===== src/rtl/mcenoc_rx_assembler.sv =====
// Receive-side assembler: packs DWIDTH-bit network flits into 32-bit words and
// queues them, with packet-end marking, for the network interface.
module mcenoc_rx_assembler #(
    parameter int DWIDTH     = 8,
    parameter int FIFO_DEPTH = 4
) (
    input  logic                            clk,
    input  logic                            resetn,
    input  logic [DWIDTH-1:0]               data_in,
    input  logic                            act_in,
    input  logic                            clm_in,
    output logic                            cts_out,
    output logic [31:0]                     word_data,
    output logic                            word_last,
    output logic                            word_valid,
    input  logic                            word_ready,
    output logic [$clog2(FIFO_DEPTH):0]     fifo_count,
    output logic                            proto_err,
    input  logic                            err_clr
);
    localparam int BPW  = 32 / DWIDTH;
    localparam int CW   = (BPW > 1) ? $clog2(BPW) : 1;
    localparam int PW   = (FIFO_DEPTH > 1) ? $clog2(FIFO_DEPTH) : 1;
    localparam int CNTW = $clog2(FIFO_DEPTH) + 1;

    typedef enum logic [1:0] {IDLE = 2'd0, PKT = 2'd1, CLOSE = 2'd2} state_t;

    state_t            state_r, state_s;
    logic [CW-1:0]     cnt_r, cnt_s;
    logic [31:0]       part_r, part_s;
    logic [31:0]       hold_r, hold_s;
    logic              hold_vld_r, hold_vld_s;
    logic              push_s, push_last_s, pop_s, full_s, accept_s, word_done_s;
    logic [31:0]       push_data_s, flit_ext_s, merged_s;
    logic [31:0]       mem_r [FIFO_DEPTH];
    logic              last_mem_r [FIFO_DEPTH];
    logic [PW-1:0]     wr_ptr_r, rd_ptr_r;
    logic [CNTW-1:0]   count_r, count_s;
    logic              cts_r, valid_r, err_r;

    assign flit_ext_s  = 32'(data_in);
    assign merged_s    = part_r | (flit_ext_s << (int'(cnt_r) * DWIDTH));
    assign accept_s    = act_in && cts_r && (state_r == PKT);
    assign word_done_s = accept_s && (cnt_r == CW'(BPW - 1));
    assign full_s      = (count_r == CNTW'(FIFO_DEPTH));
    assign pop_s       = valid_r && word_ready;

    // Packet state machine: flit packing, hold register and end-of-packet flush
    always_comb begin
        state_s     = state_r;
        cnt_s       = cnt_r;
        part_s      = part_r;
        hold_s      = hold_r;
        hold_vld_s  = hold_vld_r;
        push_s      = 1'b0;
        push_data_s = hold_r;
        push_last_s = 1'b0;
        case (state_r)
            IDLE: begin
                if (clm_in) state_s = PKT;
                else        state_s = IDLE;
            end
            PKT: begin
                if (word_done_s) begin
                    cnt_s      = '0;
                    part_s     = 32'd0;
                    hold_s     = merged_s;
                    hold_vld_s = 1'b1;
                    push_s     = hold_vld_r;
                end else if (accept_s) begin
                    cnt_s  = cnt_r + CW'(1);
                    part_s = merged_s;
                end else begin
                    cnt_s  = cnt_r;
                end
                if (!clm_in) state_s = CLOSE;
                else         state_s = PKT;
            end
            CLOSE: begin
                // The held word always leaves first; the padded partial word follows it.
                if (full_s) begin
                    state_s = CLOSE;
                end else if (hold_vld_r) begin
                    push_s      = 1'b1;
                    push_last_s = (cnt_r == '0);
                    hold_vld_s  = 1'b0;
                    hold_s      = 32'd0;
                    if (cnt_r == '0) state_s = IDLE;
                    else             state_s = CLOSE;
                end else if (cnt_r != '0) begin
                    push_s      = 1'b1;
                    push_data_s = part_r;
                    push_last_s = 1'b1;
                    cnt_s       = '0;
                    part_s      = 32'd0;
                    state_s     = IDLE;
                end else begin
                    state_s = IDLE;
                end
            end
            default: state_s = IDLE;
        endcase
    end

    // Next FIFO occupancy
    always_comb begin
        count_s = count_r;
        case ({push_s, pop_s})
            2'b10:   count_s = count_r + CNTW'(1);
            2'b01:   count_s = count_r - CNTW'(1);
            default: count_s = count_r;
        endcase
    end

    // Assembler state, hold/partial registers and registered status outputs
    always_ff @(posedge clk or negedge resetn) begin
        if (!resetn) begin
            state_r    <= IDLE;
            cnt_r      <= '0;
            part_r     <= 32'd0;
            hold_r     <= 32'd0;
            hold_vld_r <= 1'b0;
            count_r    <= '0;
            cts_r      <= 1'b0;
            valid_r    <= 1'b0;
            err_r      <= 1'b0;
        end else begin
            state_r    <= state_s;
            cnt_r      <= cnt_s;
            part_r     <= part_s;
            hold_r     <= hold_s;
            hold_vld_r <= hold_vld_s;
            count_r    <= count_s;
            // One entry stays free so the held word can always be flushed.
            cts_r      <= (state_s == PKT) && (count_s < CNTW'(FIFO_DEPTH - 1));
            valid_r    <= (count_s != '0);
            if (act_in && (state_r != PKT)) err_r <= 1'b1;
            else if (err_clr)               err_r <= 1'b0;
            else                            err_r <= err_r;
        end
    end

    // Word FIFO storage and pointers
    always_ff @(posedge clk or negedge resetn) begin
        if (!resetn) begin
            for (int i = 0; i < FIFO_DEPTH; i++) begin
                mem_r[i]      <= 32'd0;
                last_mem_r[i] <= 1'b0;
            end
            wr_ptr_r <= '0;
            rd_ptr_r <= '0;
        end else begin
            if (push_s) begin
                mem_r[wr_ptr_r]      <= push_data_s;
                last_mem_r[wr_ptr_r] <= push_last_s;
                wr_ptr_r             <= wr_ptr_r + PW'(1);
            end else begin
                wr_ptr_r <= wr_ptr_r;
            end
            if (pop_s) rd_ptr_r <= rd_ptr_r + PW'(1);
            else       rd_ptr_r <= rd_ptr_r;
        end
    end

    assign cts_out    = cts_r;
    assign word_valid = valid_r;
    assign word_data  = mem_r[rd_ptr_r];
    assign word_last  = last_mem_r[rd_ptr_r];
    assign fifo_count = count_r;
    assign proto_err  = err_r;
endmodule

===== config.mk =====
export PLATFORM = sky130hd
export DESIGN_NAME = mcenoc_rx_assembler
export DESIGN_NICKNAME = d
export VERILOG_FILES = /design/src/rtl/mcenoc_rx_assembler.sv
export SDC_FILE = /design/constraint.sdc
export NUM_CORES = 1
export LEC_CHECK = 0
export CAP_MARGIN = 20
export CORE_MARGIN = 1
export CORE_UTILIZATION = 54
export CTS_BUF_LIST = sky130_fd_sc_hd__clkbuf_4 sky130_fd_sc_hd__clkbuf_8 sky130_fd_sc_hd__clkbuf_16
export DETAILED_ROUTE_END_ITERATION = 6
export GPL_TIMING_DRIVEN = 0
export PLACE_DENSITY = 0.82
export SLEW_MARGIN = 15
export SYNTH_ARGS = -nofsm -noshare
export SYNTH_HDL_FRONTEND = slang
export SYNTH_SLANG_ARGS = --single-unit

===== constraint.sdc =====
create_clock -name clk -period 2.9 [get_ports clk]
set_clock_uncertainty 0.2 [all_clocks]
set_input_delay 0.58 -clock clk [delete_from_list [all_inputs] [get_ports clk]]
set_output_delay 0.58 -clock clk [all_outputs]
set_load 0.1 [all_outputs]

# == Yosys cells after proc, flatten, opt, wreduce, memory -nomap -nowiden ==
# Cells that the tools add are included.
# totals
elab_cells,114
out_inout_bits,39
input_bits,14
register_bits,211
# op_classes
muxes,52
bitwise_logic,3
n_shift,1
addsub,5
order_cmp,4
reduce_logical,16
eq_ne,14
# op_table
operator,n
32-bit 2-to-1 mux,15
128-bit bitwise mux,1
32-bit case mux with 2 select lines,2
32-bit binary-select mux with 2-bit select,1
32-bit demux with 2-bit select,1
32-bit OR,1
8-bit by 5-bit << shifter with 32-bit output,1
2-bit 2-to-1 mux,9
1-bit 2-to-1 mux,15
"2-bit != test, second input constant",5
1-bit logical AND,7
"2-bit by 1-bit adder with 2-bit output, second input constant",3
"2-bit by 1-bit == test with 1-bit output, second input constant",3
"2-bit == test, second input constant",3
"3-bit >= comparator, second input constant",2
2-bit NOT with 3-bit output,2
2-bit case mux with 3 select lines,1
3-bit case mux with 2 select lines,1
2-bit nonzero test,3
5-bit AND reduction,1
4-bit bitwise mux,1
2-bit zero test,2
1-bit case mux with 2 select lines,2
2-bit case mux with 2 select lines,1
other kinds (12),12

# == Longest topological paths before layout ==
# depth
depth_word,9
mapped_depth,12
ltp_nobuf,11

# == Least setup slack after synthesis ==
# OpenSTA, ideal clock, no wires.
# synth_timing
path_type,flip-flop to flip-flop
from,reg count_r[0] (netlist: fifo_count[0])
to,reg valid_r (netlist: word_valid)
setup_time_ps,131
stages_incl_launch_ff,10
arrival_ps,3119
required_ps,2569
path_slack_ps,-551
path_buffers,0
synth_period_minus_slack_ps,3451
cell_sequence,dfrtp_1 nor3b_4 o32ai_4 inv_1 ha_1 fa_1 xnor2_1 nor2_1 xor2_1 or3_1
# synth_via
elab_chain_len,6
elab_cells_between_ends,9
cone_classes,add/sub: 2; eq/ne: 3; mux: 3; reduce/logical: 1
# synth_rtl
element,line,rtl
from (decl),38,"logic [CNTW-1:0] count_r, count_s;"
from (signal assigned),133,count_r <= count_s;
3-bit == test,45,assign full_s = (count_r == CNTW'(FIFO_DEPTH));
1-bit 2-to-1 mux,81,if (full_s) begin
1-bit case mux with 2 select lines,58,case (state_r)
2-bit by 1-bit == test with 1-bit output / 2-bit == test (equally long branches),108,"case ({push_s, pop_s})"
3-bit case mux with 2 select lines (*),108,
via count_s[2],38,
3-bit nonzero test (*),136,valid_r <= (count_s != '0);
to (signal assigned),136,
to (decl),39,"logic cts_r, valid_r, err_r;"
# Mark *: on every way through the listed nets, which the timed path passes. The rest lies on a longest branch.
# A chain may end at the register's enable or synchronous reset.

# == Worst setup path in the final report ==
# layout_timing
from,reg rd_ptr_r[1]
to,out word_data[5]
# layout_via
elab_chain_len,4
# layout_rtl
element,line,rtl
from (decl),37,"logic [PW-1:0] wr_ptr_r, rd_ptr_r;"
from (signal assigned),160,if (pop_s) rd_ptr_r <= rd_ptr_r + PW'(1);
from (signal assigned),161,else rd_ptr_r <= rd_ptr_r;
2-bit NOT with 3-bit output (implied by the code),167,assign word_data = mem_r[rd_ptr_r];
32-bit binary-select mux with 2-bit select,167,
32-bit 2-to-1 mux (implied by the code) (2 in a row),167,
to (decl),13,"output logic [31:0] word_data,"
# No other way between the ends. The select of a mux whose other input is x is not followed.

==> metrics <==
# port buffers 44; Layout Utilization 0.651; placeable core area 0.0183 mm2; Worst-Margin Slew 0.970 ns; area fraction in compound gates after synthesis 0.0725; final std cells w/o fill 1,032; TritonRoute pass-1 iters 5; FILL cells 1,281; post-synth cell types 44; FF/Latch Area 0.00529 mm2; Synth async-reset ratio 1.00; clock sink count 211; Yosys top cell area share 0.517; Power Density 795 mW/mm2; syn_nets 735; gpl congestion 0.803; Post-synth EDFFs 0; Tmin final 2.85 ns; WL final 22,200 um; die height 139 um; post-synthesis simple-gate area fraction 0.0501; outcome finished, final reports clean; H-tree depth 1; kind of critical path reg2out; Clk Latency, worst-skew pair 0.51 ns; TritonCTS buffer count 22; I/O pin total 53; headroom to the max-slew limit 0.351; cell leakage power 6.25 nW; Critical Path AT 2.07 ns; main combinational cell family by area after synthesis multiplexers; DR WL/cell 21.5 um; Iter 0 DRT Violations 580; # rows 49; CP Launch Type flop; slowest stage cell, crit path dfrtp_1; final hold vios 0; mux cell area share after synthesis 0.299; multi-input gate area in the final layout 0.00458 mm2; largest net degree at the start of global routing 100; Ys Warns 0; CP cell instances clkbuf_4, mux4_2, clkbuf_4; Area growth syn-to-layout 16.6%; clock buffer depth 3; final hold slack 0.271 ns; slowest cell delay on critical path 0.58 ns; sequential fraction of the synthesis area 0.517; synthesized area per cell 14.4 um2; die extent in x 139 um; crit share post-route 0.983; vias 6,244; Cells after Synth 707; initial antenna violation count 0; total gr overflow 0; Most common cell on crit path clkbuf_4; post-synth top area cell dfrtp_1; layout cells sized above 1 0.426; gr usage total 0.238; Synth Area in Adders 0.0179; Synth Area in XOR/XNOR 0.00515; full die area 0.0195 mm2; placed cell count 982; post-DP HPWL 14,000 um; Area contributors post-synth dfrtp_1, mux2_4, mux4_2, mux2_2, a21o_1; Residual DRC 0; fin. max-slew vios 0; dpl ws -0.781 ns; Max VDD drop 1.24 mV; mapped cell area 0.0102 mm2; first-pass GRT wire length 36,300 um; vias per cell 6.05; fmax 351 MHz; Total Nets Final 815; Setup WS post-layout 0.0499 ns; Initial Utilization 0.559; Main synth FF type dfrtp_1; Min-Delay Path Class reg2reg; CP max FO 10; WP data required 2.12 ns; endpoints failing setup 0; MaxCap Viol Count 0; n_diodes 0; #FFs+latches synth 211; endpoint type of the worst setup path output port; CTS tree done; CTS root buf clkbuf_16; clock slew at reported path FFs 0.06 ns; number of global-route vias before repair 6,703; Detail Route Antenna Nets 0
critical path, delay by kind of cell, from the launching register on:
| kind | cells | cell delay [ns] |
|---|---|---|
| buf+inv | 2 | 0.64 |
| flops | 1 | 0.58 |
| mux | 1 | 0.34 |
cells in the final DEF (no fill, tap or decap), drive strengths merged, types with 13 or more instances in the layout:
master	n
a21o	33
a21oi	34
a31oi	32
buf	72
clkbuf	60
dfrtp	211
ha	13
inv	14
mux2	164
mux4	33
nor2	35
nor3	34
Yosys cell counts (2+ instances only):
| cell type | number |
|---|---|
| a21o_1 | 33 |
| mux2_4 | 120 |
| xor2_1 | 3 |
| o21ai_0 | 6 |
| nand2_4 | 4 |
| buf_1 | 8 |
| buf_2 | 7 |
| nor2b_1 | 3 |
| nand2_1 | 6 |
| a21oi_1 | 34 |
| buf_6 | 15 |
| nor2_1 | 35 |
| and2_1 | 2 |
| nor3_1 | 34 |
| xnor2_1 | 3 |
| clkbuf_1 | 22 |
| dfrtp_1 | 211 |
| inv_1 | 14 |
| mux2_2 | 44 |
| mux4_2 | 33 |
| a31oi_1 | 32 |
| ha_1 | 13 |
| clkbuf_2 | 4 |
path summary, 6_finish.rpt:
kind | from | endpoint | slack [ns] | cells past startpoint
min reg2reg | hold_r[11] | hold_r[11] | 0.27 | 1
max reg2reg | state_r[0] | word_valid | 0.11 | 11
max | rd_ptr_r[1] | word_data[5] | 0.05 | 3
min | hold_r[11] | hold_r[11] | 0.27 | 1
min in group asynchronous | resetn | last_mem_r[0] | 0.39 | 2
max in group asynchronous | resetn | part_r[11] | 1.29 | 3
logic make-up (layout without fill, tap and decap cells):
kind of cell	after synthesis	in the layout
AND/OR/NAND/NOR	95	95
multiplexers	198	198
adder cells (fa/ha/maj)	14	14
XOR/XNOR	6	6
flip-flops	211	211
AO/OA/AOI/OAI	113	113
buffers and inverters	70	166
metrics by stage:
stage                     TNS (ns)  cell area (um2)  total power [mW]
after CTS                  -0.0541            11800              9.34
final                            0            11900              9.45
after detailed placement    -24.11            11000              6.27
after global placement    -1631.22            11000              6.18
after global routing       -0.0178            11900              9.86
after floorplan            -0.0819            10200              5.56
flip-flops by register name (all words and copies together), names as in the netlist:
name / count
cnt_r: 2
cts_out: 1
fifo_count: 3
hold_r: 32
hold_vld_r: 1
last_mem_r: 4
mem_r: 128
part_r: 32
proto_err: 1
rd_ptr_r: 2
state_r: 2
word_valid: 1
wr_ptr_r: 2
report_power, final:
part           total, mW  leakage (nW)  internal [mW]  switching, mW
registers           3.64          2.86           3.30          0.331
logic               2.81          2.99           1.07           1.75
clock network       3.00         0.397           1.85           1.15
final cells by class:
type | count | area share
Inverter | 14 | 0.00442
Sequential cell | 211 | 0.445
Multi-Input combinational cell | 426 | 0.385
Clock inverter | 5 | 0.00631
Tap cell | 229 | 0.0241
Buffer | 54 | 0.0309
Timing Repair Buffer | 58 | 0.0450
Clock buffer | 35 | 0.0596
routing by layer:
metal  global-route usage  up-vias  routed length, um  share of wire
li1                     -     2730                  -              -
met1                0.343     3247               9960           0.45
met2                0.366      208              10400           0.47
met3               0.0375       59               1240          0.056
met4               0.0883        0                640          0.029
met5                    0        -                  0              0
timing repair:
| item | CTS | global route |
|---|---|---|
| endpoints found under the hold margin | 55 | 0 |
| resized for setup | 199 | 18 |
| pin swaps | 1 | 2 |
| hold buffers | 1 | 0 |
| endpoints found under the setup margin | 38 | 32 |
| buffers inserted | 3 | 8 |
Power figures use the tool's default switching activity.
